File: src/rtl/muldiv_if.sv
// muldiv_if: request/result bundle between the core and muldiv_unit.
// The core drives the master side and the unit drives the slave side.
interface muldiv_if #(
  parameter int WIDTH = 32
);
  logic             Start;
  logic [5:0]       Funct;
  logic [WIDTH-1:0] OpA;
  logic [WIDTH-1:0] OpB;
  logic             Busy;
  logic             Done;
  logic [WIDTH-1:0] HI;
  logic [WIDTH-1:0] LO;

  modport master (
    output Start, Funct, OpA, OpB,
    input  Busy, Done, HI, LO
  );

  modport slave (
    input  Start, Funct, OpA, OpB,
    output Busy, Done, HI, LO
  );
endinterface

File: src/rtl/muldiv_unit.sv
// muldiv_unit: iterative radix-2 mul/div sequencer with HI/LO registers.
// Signed ops run on magnitudes; signs are fixed up in the FIX state.
module muldiv_unit #(
  parameter int WIDTH = 32
) (
  input  logic     clk,
  input  logic     rst_n,
  muldiv_if.slave  bus
);
  localparam int CW = $clog2(WIDTH + 1);
  localparam logic [CW-1:0] LAST = CW'(WIDTH - 1);

  localparam logic [5:0] F_MULT  = 6'b011000;
  localparam logic [5:0] F_MULTU = 6'b011001;
  localparam logic [5:0] F_DIV   = 6'b011010;
  localparam logic [5:0] F_DIVU  = 6'b011011;
  localparam logic [5:0] F_MTHI  = 6'b010001;
  localparam logic [5:0] F_MTLO  = 6'b010011;

  typedef enum logic [1:0] {
    S_IDLE,
    S_RUN,
    S_FIX
  } state_t;

  state_t r_state;
  state_t w_next;

  logic [CW-1:0]        r_count;
  logic [WIDTH-1:0]     r_m;
  logic [WIDTH-1:0]     r_orig;
  logic [2*WIDTH-1:0]   r_p;
  logic                 r_is_div;
  logic                 r_sgn_a;
  logic                 r_sgn_q;
  logic                 r_bz;
  logic [WIDTH-1:0]     r_hi;
  logic [WIDTH-1:0]     r_lo;
  logic                 r_done;

  logic                 w_idle;
  logic                 w_mul;
  logic                 w_div;
  logic                 w_signed;
  logic                 w_go;
  logic                 w_mthi;
  logic                 w_mtlo;
  logic                 w_a_neg;
  logic                 w_b_neg;
  logic [WIDTH-1:0]     w_abs_a;
  logic [WIDTH-1:0]     w_abs_b;
  logic [WIDTH:0]       w_msum;
  logic [2*WIDTH-1:0]   w_mstep;
  logic [WIDTH:0]       w_rsh;
  logic [WIDTH:0]       w_diff;
  logic [2*WIDTH-1:0]   w_dstep;
  logic [2*WIDTH-1:0]   w_prod;
  logic [WIDTH-1:0]     w_q;
  logic [WIDTH-1:0]     w_r;
  logic [WIDTH-1:0]     w_res_hi;
  logic [WIDTH-1:0]     w_res_lo;

  assign w_idle   = (r_state == S_IDLE);
  assign w_mul    = (bus.Funct == F_MULT) || (bus.Funct == F_MULTU);
  assign w_div    = (bus.Funct == F_DIV)  || (bus.Funct == F_DIVU);
  assign w_signed = (bus.Funct == F_MULT) || (bus.Funct == F_DIV);
  assign w_go     = w_idle && bus.Start && (w_mul || w_div);
  assign w_mthi   = w_idle && bus.Start && (bus.Funct == F_MTHI);
  assign w_mtlo   = w_idle && bus.Start && (bus.Funct == F_MTLO);

  assign w_a_neg  = w_signed && bus.OpA[WIDTH-1];
  assign w_b_neg  = w_signed && bus.OpB[WIDTH-1];
  assign w_abs_a  = w_a_neg ? (~bus.OpA + 1'b1) : bus.OpA;
  assign w_abs_b  = w_b_neg ? (~bus.OpB + 1'b1) : bus.OpB;

  // Multiply step: conditionally add multiplicand to the high half,
  // then shift the whole product/multiplier register right.
  assign w_msum   = {1'b0, r_p[2*WIDTH-1:WIDTH]}
                  + (r_p[0] ? {1'b0, r_m} : '0);
  assign w_mstep  = {w_msum, r_p[WIDTH-1:1]};

  // Divide step: shift remainder:dividend left, subtract divisor,
  // keep the difference only when it did not go negative.
  assign w_rsh    = r_p[2*WIDTH-1:WIDTH-1];
  assign w_diff   = w_rsh - {1'b0, r_m};
  assign w_dstep  = w_diff[WIDTH]
                  ? {r_p[2*WIDTH-2:0], 1'b0}
                  : {w_diff[WIDTH-1:0], r_p[WIDTH-2:0], 1'b1};

  assign w_prod   = r_sgn_q ? (~r_p + 1'b1) : r_p;
  assign w_q      = r_p[WIDTH-1:0];
  assign w_r      = r_p[2*WIDTH-1:WIDTH];

  // Select the final HI/LO values written in FIX.
  always_comb begin
    w_res_hi = w_prod[2*WIDTH-1:WIDTH];
    w_res_lo = w_prod[WIDTH-1:0];
    if (r_is_div) begin
      if (r_bz) begin
        w_res_hi = r_orig;
        w_res_lo = '1;
      end else begin
        w_res_hi = r_sgn_a ? (~w_r + 1'b1) : w_r;
        w_res_lo = r_sgn_q ? (~w_q + 1'b1) : w_q;
      end
    end
  end

  // State register.
  always_ff @(posedge clk) begin
    if (!rst_n) r_state <= S_IDLE;
    else        r_state <= w_next;
  end

  // Next-state logic.
  always_comb begin
    w_next = r_state;
    unique case (r_state)
      S_IDLE: if (w_go) w_next = S_RUN;
      S_RUN:  if (r_count == LAST) w_next = S_FIX;
      S_FIX:  w_next = S_IDLE;
      default: w_next = S_IDLE;
    endcase
  end

  // Datapath: operand latch, iteration, result write and MTHI/MTLO.
  always_ff @(posedge clk) begin
    if (!rst_n) begin
      r_count  <= '0;
      r_m      <= '0;
      r_orig   <= '0;
      r_p      <= '0;
      r_is_div <= 1'b0;
      r_sgn_a  <= 1'b0;
      r_sgn_q  <= 1'b0;
      r_bz     <= 1'b0;
      r_hi     <= '0;
      r_lo     <= '0;
      r_done   <= 1'b0;
    end else begin
      r_done <= 1'b0;
      unique case (r_state)
        S_IDLE: begin
          if (w_go) begin
            r_count  <= '0;
            r_is_div <= w_div;
            r_sgn_a  <= w_a_neg;
            r_sgn_q  <= w_a_neg ^ w_b_neg;
            r_bz     <= (bus.OpB == '0);
            r_orig   <= bus.OpA;
            r_m      <= w_div ? w_abs_b : w_abs_a;
            r_p      <= {{WIDTH{1'b0}}, w_div ? w_abs_a : w_abs_b};
          end else if (w_mthi) begin
            r_hi <= bus.OpA;
          end else if (w_mtlo) begin
            r_lo <= bus.OpA;
          end
        end
        S_RUN: begin
          r_p     <= r_is_div ? w_dstep : w_mstep;
          r_count <= r_count + 1'b1;
        end
        S_FIX: begin
          r_hi   <= w_res_hi;
          r_lo   <= w_res_lo;
          r_done <= 1'b1;
        end
        default: ;
      endcase
    end
  end

  assign bus.Busy = (r_state != S_IDLE);
  assign bus.Done = r_done;
  assign bus.HI   = r_hi;
  assign bus.LO   = r_lo;
endmodule

File: src/flat_wrapper.sv
// flat-port wrapper written by rule: the top's interface ports become plain ports
module muldiv_unit_flat 
#(
  parameter int WIDTH = 32
)
  (clk, rst_n, bus_Start, bus_Funct, bus_OpA, bus_OpB, bus_Busy, bus_Done, bus_HI, bus_LO);
  muldiv_if #(.WIDTH(WIDTH)) bus_i ();
  input  logic clk;
  input  logic rst_n;
  input wire logic [$bits(bus_i.Start)-1:0] bus_Start;
  input wire logic [$bits(bus_i.Funct)-1:0] bus_Funct;
  input wire logic [$bits(bus_i.OpA)-1:0] bus_OpA;
  input wire logic [$bits(bus_i.OpB)-1:0] bus_OpB;
  output wire logic [$bits(bus_i.Busy)-1:0] bus_Busy;
  output wire logic [$bits(bus_i.Done)-1:0] bus_Done;
  output wire logic [$bits(bus_i.HI)-1:0] bus_HI;
  output wire logic [$bits(bus_i.LO)-1:0] bus_LO;
  assign bus_i.Start = bus_Start;
  assign bus_i.Funct = bus_Funct;
  assign bus_i.OpA = bus_OpA;
  assign bus_i.OpB = bus_OpB;
  assign bus_Busy = bus_i.Busy;
  assign bus_Done = bus_i.Done;
  assign bus_HI = bus_i.HI;
  assign bus_LO = bus_i.LO;
  muldiv_unit #(.WIDTH(WIDTH)) u_core (.clk(clk), .rst_n(rst_n), .bus(bus_i));
endmodule
File: config.mk
export PLATFORM = sky130hd
export DESIGN_NAME = muldiv_unit_flat
export DESIGN_NICKNAME = d
export VERILOG_FILES = /design/src/rtl/muldiv_if.sv /design/src/rtl/muldiv_unit.sv /design/src/flat_wrapper.sv
export SDC_FILE = /design/constraint.sdc
export NUM_CORES = 1
export LEC_CHECK = 0
export CAP_MARGIN = 10
export CORE_MARGIN = 1
export CORE_UTILIZATION = 50
export CTS_CLUSTER_DIAMETER = 100
export DETAILED_ROUTE_END_ITERATION = 7
export GPL_ROUTABILITY_DRIVEN = 1
export GPL_TIMING_DRIVEN = 1
export PLACE_DENSITY = 0.7
export SYNTH_ARGS = -nofsm -noshare
export SYNTH_HDL_FRONTEND = slang
export SYNTH_SLANG_ARGS = --single-unit
File: constraint.sdc
create_clock -name clk -period 6.7 [get_ports clk]
set_clock_uncertainty 0.1 [all_clocks]
set_input_delay 0.67 -clock clk [delete_from_list [all_inputs] [get_ports clk]]
set_output_delay 0.67 -clock clk [all_outputs]
set_load 0.03 [all_outputs]
==> results.md <==
* Status: finished, final reports clean
* Total track usage at 0.4012
* Mapped Area at 17040 um2
* CTS tree: built
* Worst Reg-to-Reg Cells at 12
* Worst path max stage delay at 0.62 ns
* Cell count after synthesis at 2384
* Commonest non-fill, non-tap cells in the layout: nand2_1, a21oi_1, dfxtp_1
* Die H at 186.6 um
* Initial detailed-routing violation count at 2259
* Cts hold-fix bufs at 0
* Post-CTS Resized at 0
* Largest net degree at the start of global routing at 66
* Number of nets with antenna violations after routing at 0
* Critical path type: reg -> reg
* Row cnt at 67
* Depth of the CTS H-tree at 1
* Fmax achieved at 221.9 MHz
* Hold depth at 2
* Starting Density at 0.5081
* N_diodes at 0
* Fin util at 0.5790
* Place WS at 2.421 ns
* Synthesized area per cell at 7.146 um2
* Cells along the critical path: inv_1, ha_1, fa_1, nand2b_1, a21o_1, a31o_2, a2111oi_0, or4_1, and2_1, buf_4, mux2_2, o221ai_1
* Non-Filler Cell Area, Final at 19410 um2
* Slowest CP cell: a2111oi_0
* Syn-to-layout area delta at 13.95%
* Critical path fanouts, max at 16
* Gate power share at 0.155
* # IOs at 139
* Overflow after GRT at 0
* Seq/Total Area, Yosys at 0.2409
* Die width at 186.6 um
* Buffers on Ports at 138
* Synth cell types at 79
* Final Setup Violations at 0
* DRC at 0
* Clock group share of total power at 0.471
* Unrepaired setup endpoints after global routing: no
* CTS Sinks at 205
* Slew @ Worst Pin at 1.258 ns
* Die Area at 34810 um2
* Switch Pwr at 0.9835 mW
* Synth Flop Type: dfxtp_1
* First-pass iteration count of the detailed router at 6
* Leakage Power at 7.199 nW
* Required @ worst endpoint at 7.06 ns
* Worst-case clock buffer depth at 3
* First-pass GRT wire length at 108700 um
* WP data arrival at 4.86 ns
* Gpl congestion at 1.012
* Share of power burned in registers at 0.374
* Dpl cells at 2800
* Clock-pin slew on the worst setup and hold paths at 0.07 ns
* Total power at 3.346 mW
* Number of global-route vias before repair at 18171
* Clock Tree Root: clkbuf_16
* Pwr/cell area at 172.4 nW/um2
* Tightest Hold Check Type: reg -> reg
* Via count at 19480
* CTS Buf Count at 26
* Synth warnings at 0
* Worst hold slack at 0.3517 ns
* Maximum VDD drop at 0.2035 mV
* Crit path time final at 4.506 ns
* Commonest non-fill, non-tap cell in the layout: nand2_1
* Endpoints failing hold at 0
* Nets at 2524
* Ys async rst share at 0
* Max-slew violations at 0
* Post-route setup slack at 2.194 ns
* Cell internal pwr at 2.363 mW
* Worst-skew pair later-pin latency at 0.56 ns
* Final wirelength at 73040 um
* EDFF count, synth at 0
* Crit start category: register
* Placed Area at 18470 um2
* Core area at 33530 um2
* Relative max-transition margin at 0.1506
* Share of layout cells above drive strength 1 at 0.05002
* Crit share post-route at 0.6725
* Non-filler cells, final at 2847
* Antenna violations before repair at 1
* Crit end category: register
* Via-to-Cell Ratio at 6.842
* DP HPWL at 53080 um
* Switching share of power at 0.2939
* Syn_nets at 2528
* Post-Route Setup TNS at 0 ns
* Post-CTS setup buffer count at 0
* Drt wl/cell at 25.65 um
* Max-Cap Viols at 0
* Yosys reg bits at 205
-- sequential cells by signal, summed over array words and instances (netlist names) --
register,flops
u_core.r_p,64
u_core.bus.HI,32
u_core.bus.LO,32
u_core.r_m,32
u_core.r_orig,32
u_core.r_count,6
u_core.r_state,2
u_core.bus.Done,1
u_core.r_bz,1
u_core.r_is_div,1
u_core.r_sgn_a,1
u_core.r_sgn_q,1
-- cell type report --
type / count / area (um2)
clock buffer: 35 / 734.5
clock inverter: 12 / 207.7
fill: 3230 / 14120
inverter: 68 / 257.7
multi-input combinational: 1910 / 11940
sequential: 205 / 4109
tap: 448 / 560.5
timing repair buffer: 169 / 1609
-- metal layers --
metal	wire (um)	track usage	share of wire
met1	28220	0.5030	0.39
met4	4228	0.2141	0.058
met5	11	0	0.00015
met2	32810	0.6438	0.45
met3	7758	0.08520	0.11
-- power by group through the flow --
stage               sequential [mW]  clock (mW)  combinational [mW]
detailed placement             1.28           0               0.497
finish                         1.25        1.58               0.519
CTS                            1.25        1.57               0.499
floorplan                      1.27           0               0.296
global route                   1.25        1.62               0.545
global placement               1.28           0               0.494
-- critical path, delay by kind of cell, from the launching register on --
kind            cells  cell delay (ns)
flops               1             0.54
buf+inv             2             0.58
simple gates        3             0.94
fa+ha+maj           2             0.64
mux                 1             0.37
compound gates      4             1.19
-- path summary, 6_finish.rpt --
| check | from | to | slack, ns |
|---|---|---|---|
| max | u_core.r_p[31] | u_core.r_p[32] | 2.19 |
| max reg2reg | u_core.r_p[31] | u_core.r_p[32] | 2.19 |
| min reg2reg | u_core.r_orig[17] | u_core.r_orig[17] | 0.35 |
| min | u_core.r_orig[17] | u_core.r_orig[17] | 0.35 |
-- kinds of logic after synthesis --
family / count (synthesis) / synth area share
adder cells (fa/ha/maj): 71 / 0.05303
AO/OA/AOI/OAI: 799 / 0.3060
XOR/XNOR: 149 / 0.07660
AND/OR/NAND/NOR: 835 / 0.2297
multiplexers: 56 / 0.03342
buffers and inverters: 269 / 0.06044
flip-flops: 205 / 0.2409
-- synth_stat cells (7+ instances only) --
| master | count | share of area |
|---|---|---|
| o31ai_1 | 33 | 0.015 |
| o221ai_1 | 52 | 0.027 |
| a211oi_1 | 49 | 0.022 |
| a22oi_1 | 23 | 0.010 |
| nor4_1 | 24 | 0.0088 |
| or2_2 | 12 | 0.0044 |
| nor3b_1 | 8 | 0.0035 |
| a21oi_1 | 252 | 0.074 |
| xor2_1 | 61 | 0.031 |
| nor3_1 | 45 | 0.013 |
| ha_1 | 69 | 0.051 |
| o211ai_1 | 42 | 0.019 |
| mux2i_1 | 49 | 0.029 |
| nand4_1 | 28 | 0.010 |
| dfxtp_1 | 205 | 0.24 |
| or4_1 | 24 | 0.011 |
| nand3_1 | 110 | 0.032 |
| clkbuf_1 | 185 | 0.041 |
| xnor2_1 | 88 | 0.045 |
| buf_1 | 9 | 0.0020 |
| a31oi_1 | 34 | 0.012 |
| a311oi_1 | 7 | 0.0036 |
| and3_1 | 18 | 0.0066 |
| o21a_1 | 12 | 0.0053 |
| o22ai_1 | 9 | 0.0033 |
| o21ai_0 | 142 | 0.042 |
| a221o_1 | 7 | 0.0041 |
| a221oi_1 | 12 | 0.0062 |
| a21o_1 | 28 | 0.012 |
| nand2b_1 | 20 | 0.0073 |
| nor2_1 | 192 | 0.042 |
| o21bai_1 | 8 | 0.0035 |
| or3_1 | 16 | 0.0059 |
| inv_1 | 66 | 0.015 |
| and2_1 | 12 | 0.0044 |
| a211o_1 | 8 | 0.0041 |
| nor2b_1 | 11 | 0.0040 |
| mux2_2 | 7 | 0.0046 |
| o41ai_1 | 25 | 0.013 |
| nand2_1 | 295 | 0.065 |
Power figures use the tool's default switching activity.
